### src/rtl/sd_pixel_loader.sv
// sd_pixel_loader: skips a fixed image header from the SD byte stream, packs
// little-endian byte pairs into RGB565 pixels and writes them to the frame
// buffer with sequential addresses over a WIDTH x HEIGHT frame.
// Optional macro BMP_BOTTOM_UP_EN: emit addresses in bottom-up BMP row order.
module sd_pixel_loader #(
    parameter int WIDTH        = 320,
    parameter int HEIGHT       = 240,
    parameter int HEADER_BYTES = 54,
    parameter int ADDR_W       = 17
) (
    input  logic              clk,
    input  logic              reset,
    input  logic              start,
    input  logic [7:0]        byte_data,
    input  logic              byte_valid,
    output logic              byte_ready,
    output logic [15:0]       pixel_data,
    output logic [ADDR_W-1:0] pixel_addr,
    output logic              pixel_we,
    output logic              busy,
    output logic              frame_done
);

    localparam logic [2:0] S_IDLE = 3'd0;
    localparam logic [2:0] S_SKIP = 3'd1;
    localparam logic [2:0] S_LO   = 3'd2;
    localparam logic [2:0] S_HI   = 3'd3;
    localparam logic [2:0] S_DONE = 3'd4;

    localparam int SKIP_W = (HEADER_BYTES > 1) ? $clog2(HEADER_BYTES) : 1;
    localparam logic [SKIP_W-1:0] SKIP_LAST =
        SKIP_W'((HEADER_BYTES > 0) ? HEADER_BYTES - 1 : 0);
    localparam logic [ADDR_W-1:0] COL_LAST = ADDR_W'(WIDTH - 1);
    localparam logic [ADDR_W-1:0] ROW_LAST = ADDR_W'(HEIGHT - 1);
    localparam logic [ADDR_W-1:0] WIDTH_A  = ADDR_W'(WIDTH);

    logic [2:0]        state_q, state_d;
    logic [SKIP_W-1:0] skip_q, skip_d;
    logic [ADDR_W-1:0] col_q, col_d;
    logic [ADDR_W-1:0] row_q, row_d;
    logic [7:0]        lo_q, lo_d;
    logic [15:0]       data_q, data_d;
    logic [ADDR_W-1:0] addr_q, addr_d;
    logic              we_q, we_d;
    logic              done_q, done_d;
    logic [ADDR_W-1:0] cur_addr;
    logic              accept;

    // Ready is a pure decode of the registered state.
    assign byte_ready = (state_q == S_SKIP) || (state_q == S_LO) || (state_q == S_HI);
    assign accept     = byte_valid && byte_ready;
    assign busy       = (state_q != S_IDLE);
    assign pixel_data = data_q;
    assign pixel_addr = addr_q;
    assign pixel_we   = we_q;
    assign frame_done = done_q;

    // Frame buffer address of the pixel currently being assembled.
    always_comb begin
`ifdef BMP_BOTTOM_UP_EN
        cur_addr = (ROW_LAST - row_q) * WIDTH_A + col_q;
`else
        cur_addr = row_q * WIDTH_A + col_q;
`endif
    end

    // Next-state, counter and output-register logic.
    always_comb begin
        state_d = state_q;
        skip_d  = skip_q;
        col_d   = col_q;
        row_d   = row_q;
        lo_d    = lo_q;
        data_d  = data_q;
        addr_d  = addr_q;
        we_d    = 1'b0;
        done_d  = 1'b0;
        case (state_q)
            S_IDLE: begin
                if (start) begin
                    skip_d  = '0;
                    col_d   = '0;
                    row_d   = '0;
                    state_d = (HEADER_BYTES == 0) ? S_LO : S_SKIP;
                end
            end
            S_SKIP: begin
                if (accept) begin
                    if (skip_q == SKIP_LAST) begin
                        state_d = S_LO;
                    end else begin
                        skip_d = skip_q + 1'b1;
                    end
                end
            end
            S_LO: begin
                if (accept) begin
                    lo_d    = byte_data;
                    state_d = S_HI;
                end
            end
            S_HI: begin
                if (accept) begin
                    data_d = {byte_data, lo_q};
                    addr_d = cur_addr;
                    we_d   = 1'b1;
                    if ((row_q == ROW_LAST) && (col_q == COL_LAST)) begin
                        done_d  = 1'b1;
                        state_d = S_DONE;
                    end else begin
                        state_d = S_LO;
                        if (col_q == COL_LAST) begin
                            col_d = '0;
                            row_d = row_q + 1'b1;
                        end else begin
                            col_d = col_q + 1'b1;
                        end
                    end
                end
            end
            S_DONE: begin
                state_d = S_IDLE;
            end
            default: begin
                state_d = S_IDLE;
            end
        endcase
    end

    // State and output registers with synchronous reset.
    always_ff @(posedge clk) begin
        if (reset) begin
            state_q <= S_IDLE;
            skip_q  <= '0;
            col_q   <= '0;
            row_q   <= '0;
            lo_q    <= '0;
            data_q  <= '0;
            addr_q  <= '0;
            we_q    <= 1'b0;
            done_q  <= 1'b0;
        end else begin
            state_q <= state_d;
            skip_q  <= skip_d;
            col_q   <= col_d;
            row_q   <= row_d;
            lo_q    <= lo_d;
            data_q  <= data_d;
            addr_q  <= addr_d;
            we_q    <= we_d;
            done_q  <= done_d;
        end
    end

endmodule

### config.mk
export PLATFORM = sky130hd
export DESIGN_NAME = sd_pixel_loader
export DESIGN_NICKNAME = d
export VERILOG_FILES = /design/src/rtl/sd_pixel_loader.sv
export SDC_FILE = /design/constraint.sdc
export NUM_CORES = 1
export LEC_CHECK = 0
export CAP_MARGIN = 10
export CORE_MARGIN = 4
export CORE_UTILIZATION = 35
export CTS_CLUSTER_SIZE = 12
export DETAILED_ROUTE_END_ITERATION = 7
export PLACE_DENSITY = 0.61
export SYNTH_ARGS = -nofsm -noshare
export SYNTH_HDL_FRONTEND = slang
export SYNTH_SLANG_ARGS = --single-unit
export TNS_END_PERCENT = 5
### constraint.sdc
create_clock -name clk -period 3.65 [get_ports clk]
set_clock_uncertainty 0.1 [all_clocks]
set_input_delay 0.73 -clock clk [delete_from_list [all_inputs] [get_ports clk]]
set_output_delay 0.73 -clock clk [all_outputs]
set_load 0.005 [all_outputs]
==> results.json <==
{
  "status": "finished, final reports clean",
  "syn2layout_area_growth_pct": 21.65,
  "synth_top_area_cell": "dfxtp_1",
  "start_util_pct": 36.02,
  "fin_cells": 779,
  "yosys_warnings": 0,
  "highest_layer": "met4",
  "wl_met3_um": 489,
  "dr.pass1.iters": 5,
  "grt_max_degree": 51,
  "drv_cap": 0,
  "vdd_drop_max_v": 0.0001987,
  "r2r_slack_ns": 0.39,
  "p_per_area_mw_per_mm2": 378.6,
  "met1_length_um": 5518,
  "netlist_area_mm2": 0.004583,
  "cp_data_arrival_time_ns": 3.37,
  "clock_latency_ns": 0.34,
  "hp-class": "reg2reg",
  "numPortBuffers": 48,
  "gp_congestion": 0.8076,
  "ys_seq_area_share_pct": 37.56,
  "die_h_um": 122.4,
  "hold_path_depth": 2,
  "crit_fanout": 7,
  "worst_pin_slew_ns": 0.7504,
  "grt_pass1_vias": 3834,
  "clockBufferDepth": 2,
  "min_to": "pixel_addr[12]",
  "ant_nets": 0,
  "slew_violations": 0,
  "syn_area_per_cell_um2": 8.214,
  "synth.net_count": 602,
  "h-tree-depth": 3,
  "reg2reg_from": "row_q[1]",
  "setup_viol": 0,
  "wl_met2_um": 5532,
  "cp-end-kind": "flip-flop",
  "nFillCells": 1314,
  "cts_buffers": 9,
  "diodes": 0,
  "antenna_found_initial": 0,
  "ys.flop_type": "dfxtp_1",
  "hold_violations": 0,
  "layout-drive-gt1-share_pct": 5.766,
  "leakage_nw": 2.173,
  "startpoint_type": "flip-flop",
  "critPathTopFamily": "adder cells",
  "worstPathRequired_ns": 3.76,
  "fin_nets": 646,
  "synth_edf_count": 0,
  "rsz0062_at_grt": "false",
  "first_iter_violations": 316,
  "crit_buf_inv": 0,
  "grt_usage_pct": 16.05,
  "ys_ff_latch": 86,
  "clkTransAtPathRegs_ns": 0.07,
  "dieWidth_um": 122.4,
  "dpl_cell_area_mm2": 0.005246,
  "clock.fmax_ghz": 0.3066,
  "cp_cell_sequence": "ha_1 > ha_1 > fa_1 > a21o_1 > a21oi_1 > xnor2_1 > ha_1 > a21oi_1 > nand2_1 > o21ai_1 > o21ai_0 > xnor2_1 > a21oi_1",
  "cpMaxStageDelayCell": "dfxtp_1",
  "cts_setup_buffers": 0,
  "slew_headroom_pct": 49.18,
  "yosys-top-cells-area": "dfxtp_1 (38%), ha_1 (8.2%), a21oi_1 (7.0%)",
  "seq_area_mm2": 0.001722,
  "remaining_drc_errors": 0,
  "placed_cells": 763,
  "final_util_pct": 43.82,
  "cts.sinks": 86,
  "wire_per_inst_um": 15.05,
  "multi_input_area_mm2": 0.002701,
  "rr_worst_depth": 13,
  "synth.distinct_cells": 62,
  "grt_pass1_wl_um": 19180,
  "fin_crit_sh_pct": 89.35,
  "synthesis.instances": 558,
  "fin_crit_ns": 3.261,
  "die_area_mm2": 0.01499,
  "cts_tree": "built",
  "num_vias": 4175,
  "yosysTopAreaCellShare_pct": 37.56,
  "core_area_mm2": 0.01272,
  "dp_hpwl_um": 8588,
  "vias_per_cell": 5.359,
  "design_area_mm2": 0.005575,
  "fin_setup_tns_ns": 0,
  "critical_path_class": "reg2reg",
  "grt_overflow": 0,
  "r2r_end": "pixel_addr[16]",
  "drt_wl_total_um": 11720,
  "min_from": "pixel_addr[12]",
  "num_rows": 41,
  "async_flop_share_pct": 0,
  "io_pins": 49,
  "cts-root-buf": "clkbuf_16",
  "slowest_delay_ns": 0.45
}
==> how the worst max path moves through the flow <==
stage	slack [ns]	start	endpoint	cells after the start
floorplan	0.58	row_q[1]	pixel_addr[16]	13
global placement	0.41	row_q[1]	pixel_addr[16]	13
detailed placement	0.30	row_q[1]	pixel_addr[16]	13
CTS	0.30	row_q[1]	pixel_addr[16]	13
global route	0.08	row_q[1]	pixel_addr[16]	13
finish	0.39	row_q[1]	pixel_addr[16]	13
==> metal layers <==
| layer | GRT usage [%] | up-vias |
|---|---|---|
| met5 | 0 | - |
| met4 | 4.409 | 0 |
| met3 | 3.502 | 10 |
| met2 | 25.97 | 85 |
| met1 | 21.63 | 1984 |
| li1 | - | 2096 |
==> cell usage after synthesis, types with 12 or more instances <==
cell type  count
nand2_1       82
clkbuf_1      19
nor3_1        12
inv_1         14
dfxtp_1       86
a31oi_1       12
nand3_1       26
nor2_1        47
a21oi_1       64
xnor2_1       17
ha_1          30
and3_1        14
==> power breakdown <==
part / leakage [nW] / internal (mW) / switching, mW / total, mW
Clock: 0.155 / 0.609 / 0.404 / 1.01
Combinational: 1.32 / 0.0558 / 0.0798 / 0.136
Sequential: 0.693 / 0.948 / 0.0142 / 0.962
==> per-stage QoR <==
stage | setup WS (ns) | hold WS, ns | total power [mW]
2_1_floorplan | 0.5792 | 0.3312 | 1.064
3_3_place_gp | 0.4052 | 0.3371 | 1.116
3_5_place_dp | 0.3018 | 0.3452 | 1.119
4_1_cts | 0.2951 | 0.3544 | 2.136
5_1_grt | 0.08300 | 0.3755 | 2.189
6_report | 0.3887 | 0.3530 | 2.111
==> timing repair <==
| item | 4_1_cts | 5_1_grt |
|---|---|---|
| setup endpoints to repair | 0 | 1 |
| hold buffers | 0 | 0 |
| gates resized for setup | 0 | 1 |
==> final cells by class <==
class | instances | area share (%)
flip-flops and latches | 86 | 30.88
clock buffers | 9 | 4.039
clock inverters | 7 | 1.863
multi-input cells | 434 | 48.45
repair buffers | 57 | 9.964
inverters | 14 | 0.9425
well taps | 172 | 3.860
==> logic make-up (layout without fill, tap and decap cells) <==
kind of cell / Yosys count / after routing / share of synthesized area [%]
multiplexers: 9 / 9 / 1.966
XOR/XNOR: 26 / 26 / 4.969
AND/OR/NAND/NOR: 231 / 231 / 24.46
AO/OA/AOI/OAI: 136 / 136 / 18.48
buffers and inverters: 38 / 87 / 3.494
adder cells (fa/ha/maj): 32 / 32 / 9.064
flip-flops: 86 / 86 / 37.56
==> flip-flops by register name (all words and copies together), names as in the netlist <==
register	flops
col_q	17
lo_q	8
frame_done	1
skip_q	6
pixel_we	1
pixel_data	16
pixel_addr	17
row_q	17
state_q	3
==> worst register-to-register path, delay by kind of cell (launching register included) <==
| family | cells | cell delay (ns) |
|---|---|---|
| compound gates | 6 | 0.99 |
| xor+xnor | 2 | 0.34 |
| simple gates | 1 | 0.07 |
| fa+ha+maj | 4 | 1.19 |
| flops | 1 | 0.45 |
==> cells in the final DEF (no fill, tap or decap), drive strengths merged, types with 6 or more instances in the layout <==
| cell type | instances |
|---|---|
| dfxtp | 86 |
| nand2 | 83 |
| a21oi | 65 |
| nor2 | 49 |
| clkdlybuf4s50 | 47 |
| ha | 30 |
| nand3 | 26 |
| xnor2 | 17 |
| inv | 17 |
| o21ai | 15 |
| and3 | 14 |
| nor3 | 13 |
| a31oi | 12 |
| buf | 10 |
| xor2 | 9 |
| mux2i | 9 |
| clkbuf | 9 |
| nor4 | 7 |
| a21o | 6 |
| nand4 | 6 |
(Power assumes the default switching activity.)
